===== src/rtl/bram_arb_pkg.sv =====
// bram_arb_pkg: shared types and the round-robin pick helper used by both
// arbiter instances of bram_port_arbiter.
//   cls_t   - request class (write / read)
//   pick_t  - {found, idx} result of a round-robin search
//   rr_pick - search candidates starting at ptr, wrapping from n-1 to 0
package bram_arb_pkg;

    typedef enum logic {
        CLS_WR,
        CLS_RD
    } cls_t;

    // Upper bound on requesters the pick helper can search.
    localparam int unsigned MaxReq = 32;
    localparam int unsigned IdxW   = $clog2(MaxReq);

    typedef struct packed {
        logic            found;
        logic [IdxW-1:0] idx;
    } pick_t;

    // First set candidate at or after ptr (circularly, over n entries).
    // ptr < n and k < n, so one conditional subtraction implements the wrap.
    function automatic pick_t rr_pick(input logic [MaxReq-1:0] cand,
                                      input int unsigned       ptr,
                                      input int unsigned       n);
        pick_t       res;
        int unsigned idx;
        res = '0;
        for (int unsigned k = 0; k < MaxReq; k++) begin
            idx = ptr + k;
            if (idx >= n) begin
                idx = idx - n;
            end
            if (k < n && !res.found && cand[idx[IdxW-1:0]]) begin
                res.found = 1'b1;
                res.idx   = idx[IdxW-1:0];
            end
        end
        return res;
    endfunction

endpackage


===== src/rtl/rr_arbiter.sv =====
// rr_arbiter: single-class round-robin arbiter with its own search pointer.
// Ports:
//   clk, rst_n  - clock, asynchronous active-low reset (pointer -> 0)
//   cand        - requesters competing in this class
//   advance     - enables granting; with advance low no grant is issued and
//                 the pointer holds
//   gnt         - one-hot grant (combinational)
//   gnt_idx     - index of the granted requester (valid when |gnt)
module rr_arbiter
    import bram_arb_pkg::*;
#(
    parameter int unsigned nReq  = 4,
    parameter int unsigned idBit = $clog2(nReq) - 1
) (
    input  logic            clk,
    input  logic            rst_n,
    input  logic [nReq-1:0] cand,
    input  logic            advance,
    output logic [nReq-1:0] gnt,
    output logic [idBit:0]  gnt_idx
);

    localparam logic [idBit:0] LastIdx = (idBit + 1)'(nReq - 1);

    logic [idBit:0] ptr;
    pick_t          pick;
    logic           found;

    always_comb begin
        pick    = rr_pick(MaxReq'(cand), 32'(ptr), nReq);
        found   = pick.found & advance;
        gnt_idx = pick.idx[idBit:0];
        gnt     = '0;
        if (found) begin
            gnt[gnt_idx] = 1'b1;
        end
    end

    // Pointer moves just past the winner so it has lowest priority next time.
    always_ff @(posedge clk or negedge rst_n) begin
        if (!rst_n) begin
            ptr <= '0;
        end else if (found) begin
            ptr <= (gnt_idx == LastIdx) ? '0 : gnt_idx + 1'b1;
        end
    end

endmodule


===== src/rtl/bram_port_arbiter.sv =====
// bram_port_arbiter: shares one simple-dual-port bRAM (1-cycle registered
// read) between nReq requesters. Independent round-robin arbiters serve the
// write port and the read port each cycle; read data returns on a shared bus
// tagged with the owner's ID, 2 cycles after the grant.
// Ports:
//   clk, rst_n                 - clock, asynchronous active-low reset
//   req, req_we                - per-requester valid and write(1)/read(0)
//   req_addr, req_wd           - per-requester address and write data
//   gnt                        - combinational accept (<=1 write, <=1 read)
//   ram_we/ram_wa/ram_wd       - registered bRAM write port
//   ram_ra                     - registered bRAM read address
//   ram_rd                     - bRAM read data
//   rsp_valid/rsp_id/rsp_data  - read response (no backpressure)
module bram_port_arbiter
    import bram_arb_pkg::*;
#(
    parameter int unsigned nReq    = 4,
    parameter int unsigned datBit  = 17,
    parameter int unsigned addrBit = 9,
    parameter int unsigned idBit   = $clog2(nReq) - 1
) (
    input  logic                         clk,
    input  logic                         rst_n,
    input  logic [nReq-1:0]              req,
    input  logic [nReq-1:0]              req_we,
    input  logic [nReq-1:0][addrBit:0]   req_addr,
    input  logic [nReq-1:0][datBit:0]    req_wd,
    output logic [nReq-1:0]              gnt,
    output logic                         ram_we,
    output logic [addrBit:0]             ram_wa,
    output logic [datBit:0]              ram_wd,
    output logic [addrBit:0]             ram_ra,
    input  logic [datBit:0]              ram_rd,
    output logic                         rsp_valid,
    output logic [idBit:0]               rsp_id,
    output logic [datBit:0]              rsp_data
);

    logic [nReq-1:0] wr_gnt;
    logic [nReq-1:0] rd_gnt;
    logic [idBit:0]  wr_idx;
    logic [idBit:0]  rd_idx;
    logic            wr_any;
    logic            rd_any;

    // Response tag pipeline: stage 1 lines up with ram_ra, stage 2 with ram_rd.
    logic [1:0]      tag_valid;
    logic [idBit:0]  tag_id_s1;
    logic [idBit:0]  tag_id_s2;

    // advance tied to rst_n keeps gnt at 0 while reset is asserted.
    rr_arbiter #(
        .nReq  (nReq),
        .idBit (idBit)
    ) u_wr_arb (
        .clk     (clk),
        .rst_n   (rst_n),
        .cand    (req & req_we),
        .advance (rst_n),
        .gnt     (wr_gnt),
        .gnt_idx (wr_idx)
    );

    rr_arbiter #(
        .nReq  (nReq),
        .idBit (idBit)
    ) u_rd_arb (
        .clk     (clk),
        .rst_n   (rst_n),
        .cand    (req & ~req_we),
        .advance (rst_n),
        .gnt     (rd_gnt),
        .gnt_idx (rd_idx)
    );

    always_comb begin
        wr_any = |wr_gnt;
        rd_any = |rd_gnt;
        gnt    = wr_gnt | rd_gnt;
    end

    always_ff @(posedge clk or negedge rst_n) begin
        if (!rst_n) begin
            ram_we    <= 1'b0;
            ram_wa    <= '0;
            ram_wd    <= '0;
            ram_ra    <= '0;
            tag_valid <= '0;
            tag_id_s1 <= '0;
            tag_id_s2 <= '0;
        end else begin
            ram_we <= wr_any;
            if (wr_any) begin
                ram_wa <= req_addr[wr_idx];
                ram_wd <= req_wd[wr_idx];
            end
            if (rd_any) begin
                ram_ra <= req_addr[rd_idx];
            end
            tag_valid <= {tag_valid[0], rd_any};
            tag_id_s1 <= rd_idx;
            tag_id_s2 <= tag_id_s1;
        end
    end

    assign rsp_valid = tag_valid[1];
    assign rsp_id    = tag_id_s2;
    assign rsp_data  = ram_rd;

endmodule


===== config.mk =====
export PLATFORM = sky130hd
export DESIGN_NAME = bram_port_arbiter
export DESIGN_NICKNAME = d
export VERILOG_FILES = /design/src/rtl/bram_arb_pkg.sv /design/src/rtl/rr_arbiter.sv /design/src/rtl/bram_port_arbiter.sv
export SDC_FILE = /design/constraint.sdc
export NUM_CORES = 1
export LEC_CHECK = 0
export ABC_CLOCK_PERIOD_IN_PS = 5510
export CORE_MARGIN = 2
export CORE_UTILIZATION = 40
export DETAILED_ROUTE_END_ITERATION = 12
export PLACE_DENSITY = 0.83
export SLEW_MARGIN = 40
export SYNTH_ARGS = -nofsm -noshare
export SYNTH_HDL_FRONTEND = slang
export SYNTH_HIERARCHICAL = 1
export SYNTH_SLANG_ARGS = --single-unit
export TNS_END_PERCENT = 50

===== constraint.sdc =====
create_clock -name clk -period 5.51 [get_ports clk]
set_input_delay 1.102 -clock clk [delete_from_list [all_inputs] [get_ports clk]]
set_output_delay 1.102 -clock clk [all_outputs]
set_load 0.05 [all_outputs]

==> metrics.txt <==
# TYPE chip_impl_metric gauge
chip_impl_info{name="run_status",value="finished, final reports clean"} 1
chip_impl_metric{name="starting_density_of_the_core",unit="%"} 40.5
chip_impl_metric{name="slew_violations",unit=""} 0
chip_impl_metric{name="syn_area_per_cell",unit="um^2"} 13.4
chip_impl_metric{name="nNetsFinal",unit=""} 578
chip_impl_metric{name="cts-buffers-inserted",unit=""} 5
chip_impl_metric{name="finalWorstPathRequiredPeriod",unit="ps"} 5040
chip_impl_metric{name="arrival",unit="ps"} 3930
chip_impl_metric{name="finish.utilization",unit="%"} 59.5
chip_impl_metric{name="detailed_place_hpwl",unit="um"} 8070
chip_impl_metric{name="cell_area_after_placement",unit="mm^2"} 0.00530
chip_impl_metric{name="areaGrowthSynthToFinish",unit="%"} 46.7
chip_impl_metric{name="finalSetupViolations",unit=""} 0
chip_impl_metric{name="worstMarginPinSlew",unit="ps"} 679
chip_impl_info{name="layout_commonest_cell",value="sky130_fd_sc_hd__clkdlybuf4s50_1"} 1
chip_impl_metric{name="viasPerCell",unit=""} 5.42
chip_impl_metric{name="yosysWarnings",unit=""} 6
chip_impl_metric{name="groute.usage.overall",unit="%"} 19.3
chip_impl_metric{name="core_outline_area",unit="mm^2"} 0.00911
chip_impl_info{name="grt_setup_unrepaired",value="no"} 1
chip_impl_metric{name="postRouteWirelength",unit="um"} 10100
chip_impl_metric{name="die_height",unit="um"} 100
chip_impl_metric{name="timing.final.hold_violations",unit=""} 0
chip_impl_metric{name="grt_pass1_vias",unit=""} 3054
chip_impl_metric{name="totalNegativeSetupSlack",unit="ps"} 0
chip_impl_metric{name="vdd.ir_drop.worst",unit="mV"} 0.544
chip_impl_metric{name="cp_max_fo",unit=""} 7
chip_impl_metric{name="route.detailed.wl_per_inst",unit="um"} 18.8
chip_impl_metric{name="cts_setup_buffers",unit=""} 0
chip_impl_info{name="tritoncts",value="built"} 1
chip_impl_metric{name="detail_route.drc_violations",unit=""} 0
chip_impl_info{name="holdCritPathClass",value="reg -> reg"} 1
chip_impl_metric{name="post_cts_hold_buffer_count",unit=""} 0
chip_impl_metric{name="static_leak",unit="nW"} 2.19
chip_impl_metric{name="htreeDepth",unit=""} 2
chip_impl_metric{name="wire_length_of_the_first_global_routing_pass",unit="um"} 15300
chip_impl_info{name="worst_setup_path_end_kind",value="output port"} 1
chip_impl_metric{name="cap_viol_max_count",unit=""} 0
chip_impl_metric{name="antenna_violations_before_repair",unit=""} 0
chip_impl_metric{name="grt.overflow.total",unit=""} 0
chip_impl_metric{name="grt_max_degree",unit=""} 49
chip_impl_metric{name="syn-instance-count",unit=""} 275
chip_impl_metric{name="placedCellCount",unit=""} 526
chip_impl_metric{name="clock_skew",unit="ps"} 4.43
chip_impl_metric{name="final_cells",unit=""} 535
chip_impl_metric{name="layout-drive-gt1-share",unit="%"} 26.5
chip_impl_metric{name="die_w",unit="um"} 100
chip_impl_metric{name="slew-limit-headroom",unit="%"} 54.8
chip_impl_info{name="worst-setup-path-type",value="in -> out"} 1
chip_impl_metric{name="ant_nets",unit=""} 0
chip_impl_metric{name="clk_pin_slew_worst_paths",unit="ps"} 90
chip_impl_metric{name="finalCritPeriodShare",unit="%"} 91.4
chip_impl_metric{name="ys_seq_elements",unit=""} 49
chip_impl_metric{name="cts.path.max_buffers",unit=""} 2
chip_impl_metric{name="stdcell_area",unit="mm^2"} 0.00542
chip_impl_metric{name="dr.pass1.iters",unit=""} 4
chip_impl_metric{name="drt_iter0_markers",unit=""} 58
chip_impl_metric{name="cellPowerDensity",unit="mW/mm^2"} 743
chip_impl_metric{name="post_synth_num_cell_types",unit=""} 34
chip_impl_metric{name="cts_num_sinks",unit=""} 49
chip_impl_info{name="cts_root_buffer",value="sky130_fd_sc_hd__clkbuf_8"} 1
chip_impl_metric{name="worstSkewPairLatency",unit="ps"} 300
chip_impl_metric{name="peak_clock_frequency_supported_by_timing",unit="GHz"} 0.199
chip_impl_metric{name="syn_nets",unit=""} 431
chip_impl_metric{name="post_synth_instance_area",unit="mm^2"} 0.00369
chip_impl_metric{name="port_buffers",unit=""} 167
chip_impl_metric{name="gp_congestion",unit=""} 0.805
chip_impl_metric{name="post_cts_sizing",unit=""} 0
chip_impl_metric{name="fp.dieArea",unit="mm^2"} 0.0100
chip_impl_info{name="critical_path.startpoint_type",value="input pin"} 1
chip_impl_metric{name="placementRows",unit=""} 35
chip_impl_info{name="final_cell_mix",value="162 x sky130_fd_sc_hd__clkdlybuf4s50_1, 49 x sky130_fd_sc_hd__dfrtp_1, 48 x sky130_fd_sc_hd__mux2_2"} 1
chip_impl_metric{name="floorplan.io_pins",unit=""} 204
chip_impl_metric{name="synth_seq_area_share",unit="%"} 33.2
chip_impl_metric{name="fillers",unit=""} 761
chip_impl_metric{name="via_count",unit=""} 2899
chip_impl_metric{name="cp_data_required_time",unit="ps"} 4410
chip_impl_metric{name="fin_hold_ws",unit="ps"} 355
kinds of logic after synthesis:
group                    synth area share (%)
AO/OA/AOI/OAI                            4.41
adder cells (fa/ha/maj)                  5.42
AND/OR/NAND/NOR                          8.13
multiplexers                             41.1
flip-flops                               33.2
buffers and inverters                    7.73
sequential cells by signal, summed over array words and instances, names as in the netlist:
signal        cells
ram_ra           10
ram_wa           10
ram_wd           18
ram_we            1
rsp_id            2
tag_id_s1         2
tag_valid         2
u_rd_arb/ptr      2
u_wr_arb/ptr      2
per-stage QoR:
step / setup slack [ps] / total power [mW]
3_5_place_dp: 496 / 3.80
3_3_place_gp: 545 / 3.71
4_1_cts: 484 / 4.07
5_1_grt: 332 / 4.29
6_report: 474 / 4.03
2_1_floorplan: 1200 / 3.06
power breakdown:
group          internal (mW)  switching, mW
clock                  0.136          0.125
sequential             0.568          0.122
combinational           1.46           1.62
layer usage:
layer  vias up  global-route usage, %  part of all wire (%)
met5         -                      0                     0
met4         0                   4.32                  0.67
met3         8                   5.92                   9.3
met2       132                   36.6                    53
met1      1439                   21.1                    37
li1       1320                      -                     -
Yosys cell counts:
master                      n  area share [%]
sky130_fd_sc_hd__nand4_1    2            0.34
sky130_fd_sc_hd__mux2i_1    8             2.2
sky130_fd_sc_hd__mux4_1     5             3.6
sky130_fd_sc_hd__clkbuf_1   3            0.30
sky130_fd_sc_hd__a31oi_1    2            0.34
sky130_fd_sc_hd__and2_1    12             2.0
sky130_fd_sc_hd__nor3_1     2            0.27
sky130_fd_sc_hd__nor2_1     4            0.41
sky130_fd_sc_hd__o21ai_0    4            0.54
sky130_fd_sc_hd__buf_2      7            0.95
sky130_fd_sc_hd__buf_6      3            0.91
sky130_fd_sc_hd__mux4_2    33              20
sky130_fd_sc_hd__o221ai_1   2            0.47
sky130_fd_sc_hd__nand3b_1   2            0.41
sky130_fd_sc_hd__nor4_1     2            0.34
sky130_fd_sc_hd__nand2b_1   4            0.68
sky130_fd_sc_hd__and2_4     2            0.47
sky130_fd_sc_hd__a21boi_0   4            0.81
sky130_fd_sc_hd__ha_1      16             5.4
sky130_fd_sc_hd__dfrtp_1   49              33
sky130_fd_sc_hd__buf_4     19             3.9
sky130_fd_sc_hd__nand2_1    6            0.61
sky130_fd_sc_hd__o21a_1     4            0.81
sky130_fd_sc_hd__buf_12     2             1.1
sky130_fd_sc_hd__a21oi_1    4            0.54
sky130_fd_sc_hd__mux2_2    46              14
sky130_fd_sc_hd__inv_1      6            0.61
sky130_fd_sc_hd__a22oi_1    2            0.41
sky130_fd_sc_hd__a22o_1     2            0.47
sky130_fd_sc_hd__or3_4      2            0.61
sky130_fd_sc_hd__or2_2      4            0.68
sky130_fd_sc_hd__nor2b_1    6             1.0
sky130_fd_sc_hd__nand3_1    2            0.27
sky130_fd_sc_hd__mux2_1     4             1.2
path summary, 6_finish.rpt:
kind	start	end	slack (ps)	depth (start not counted)
max in group asynchronous	rst_n	rsp_id[0]	4080	2
max	req_we[2]	gnt[3]	470	11
max reg2reg	u_wr_arb/ptr[0]	ram_wd[7]	1320	12
min in group asynchronous	rst_n	u_rd_arb/ptr[0]	610	1
min	tag_id_s1[1]	rsp_id[1]	360	0
min reg2reg	tag_id_s1[1]	rsp_id[1]	360	0
cell type report:
class                      count  area, um^2  share of cell area [%]
antenna                        1        2.50                  0.0462
clock buffer                   5        68.8                    1.27
clock inverter                 3        43.8                   0.809
inverter                       6        22.5                   0.416
multi-input combinational    186        2200                    40.7
sequential                    49        1230                    22.6
tap                          111         139                    2.56
timing repair buffer         174        1710                    31.6
critical path, cell delays in order:
cell                              delay [ps]
sky130_fd_sc_hd__clkdlybuf4s50_1         420
sky130_fd_sc_hd__and2_1                  200
sky130_fd_sc_hd__mux2_2                  270
sky130_fd_sc_hd__a22oi_1                 300
sky130_fd_sc_hd__o21ai_0                 140
sky130_fd_sc_hd__a21boi_0                420
sky130_fd_sc_hd__o21ai_4                 160
sky130_fd_sc_hd__ha_1                    250
sky130_fd_sc_hd__and2_1                  160
sky130_fd_sc_hd__or2_2                   300
sky130_fd_sc_hd__buf_4                   190
No activity file was read; power rests on OpenSTA's default activity.
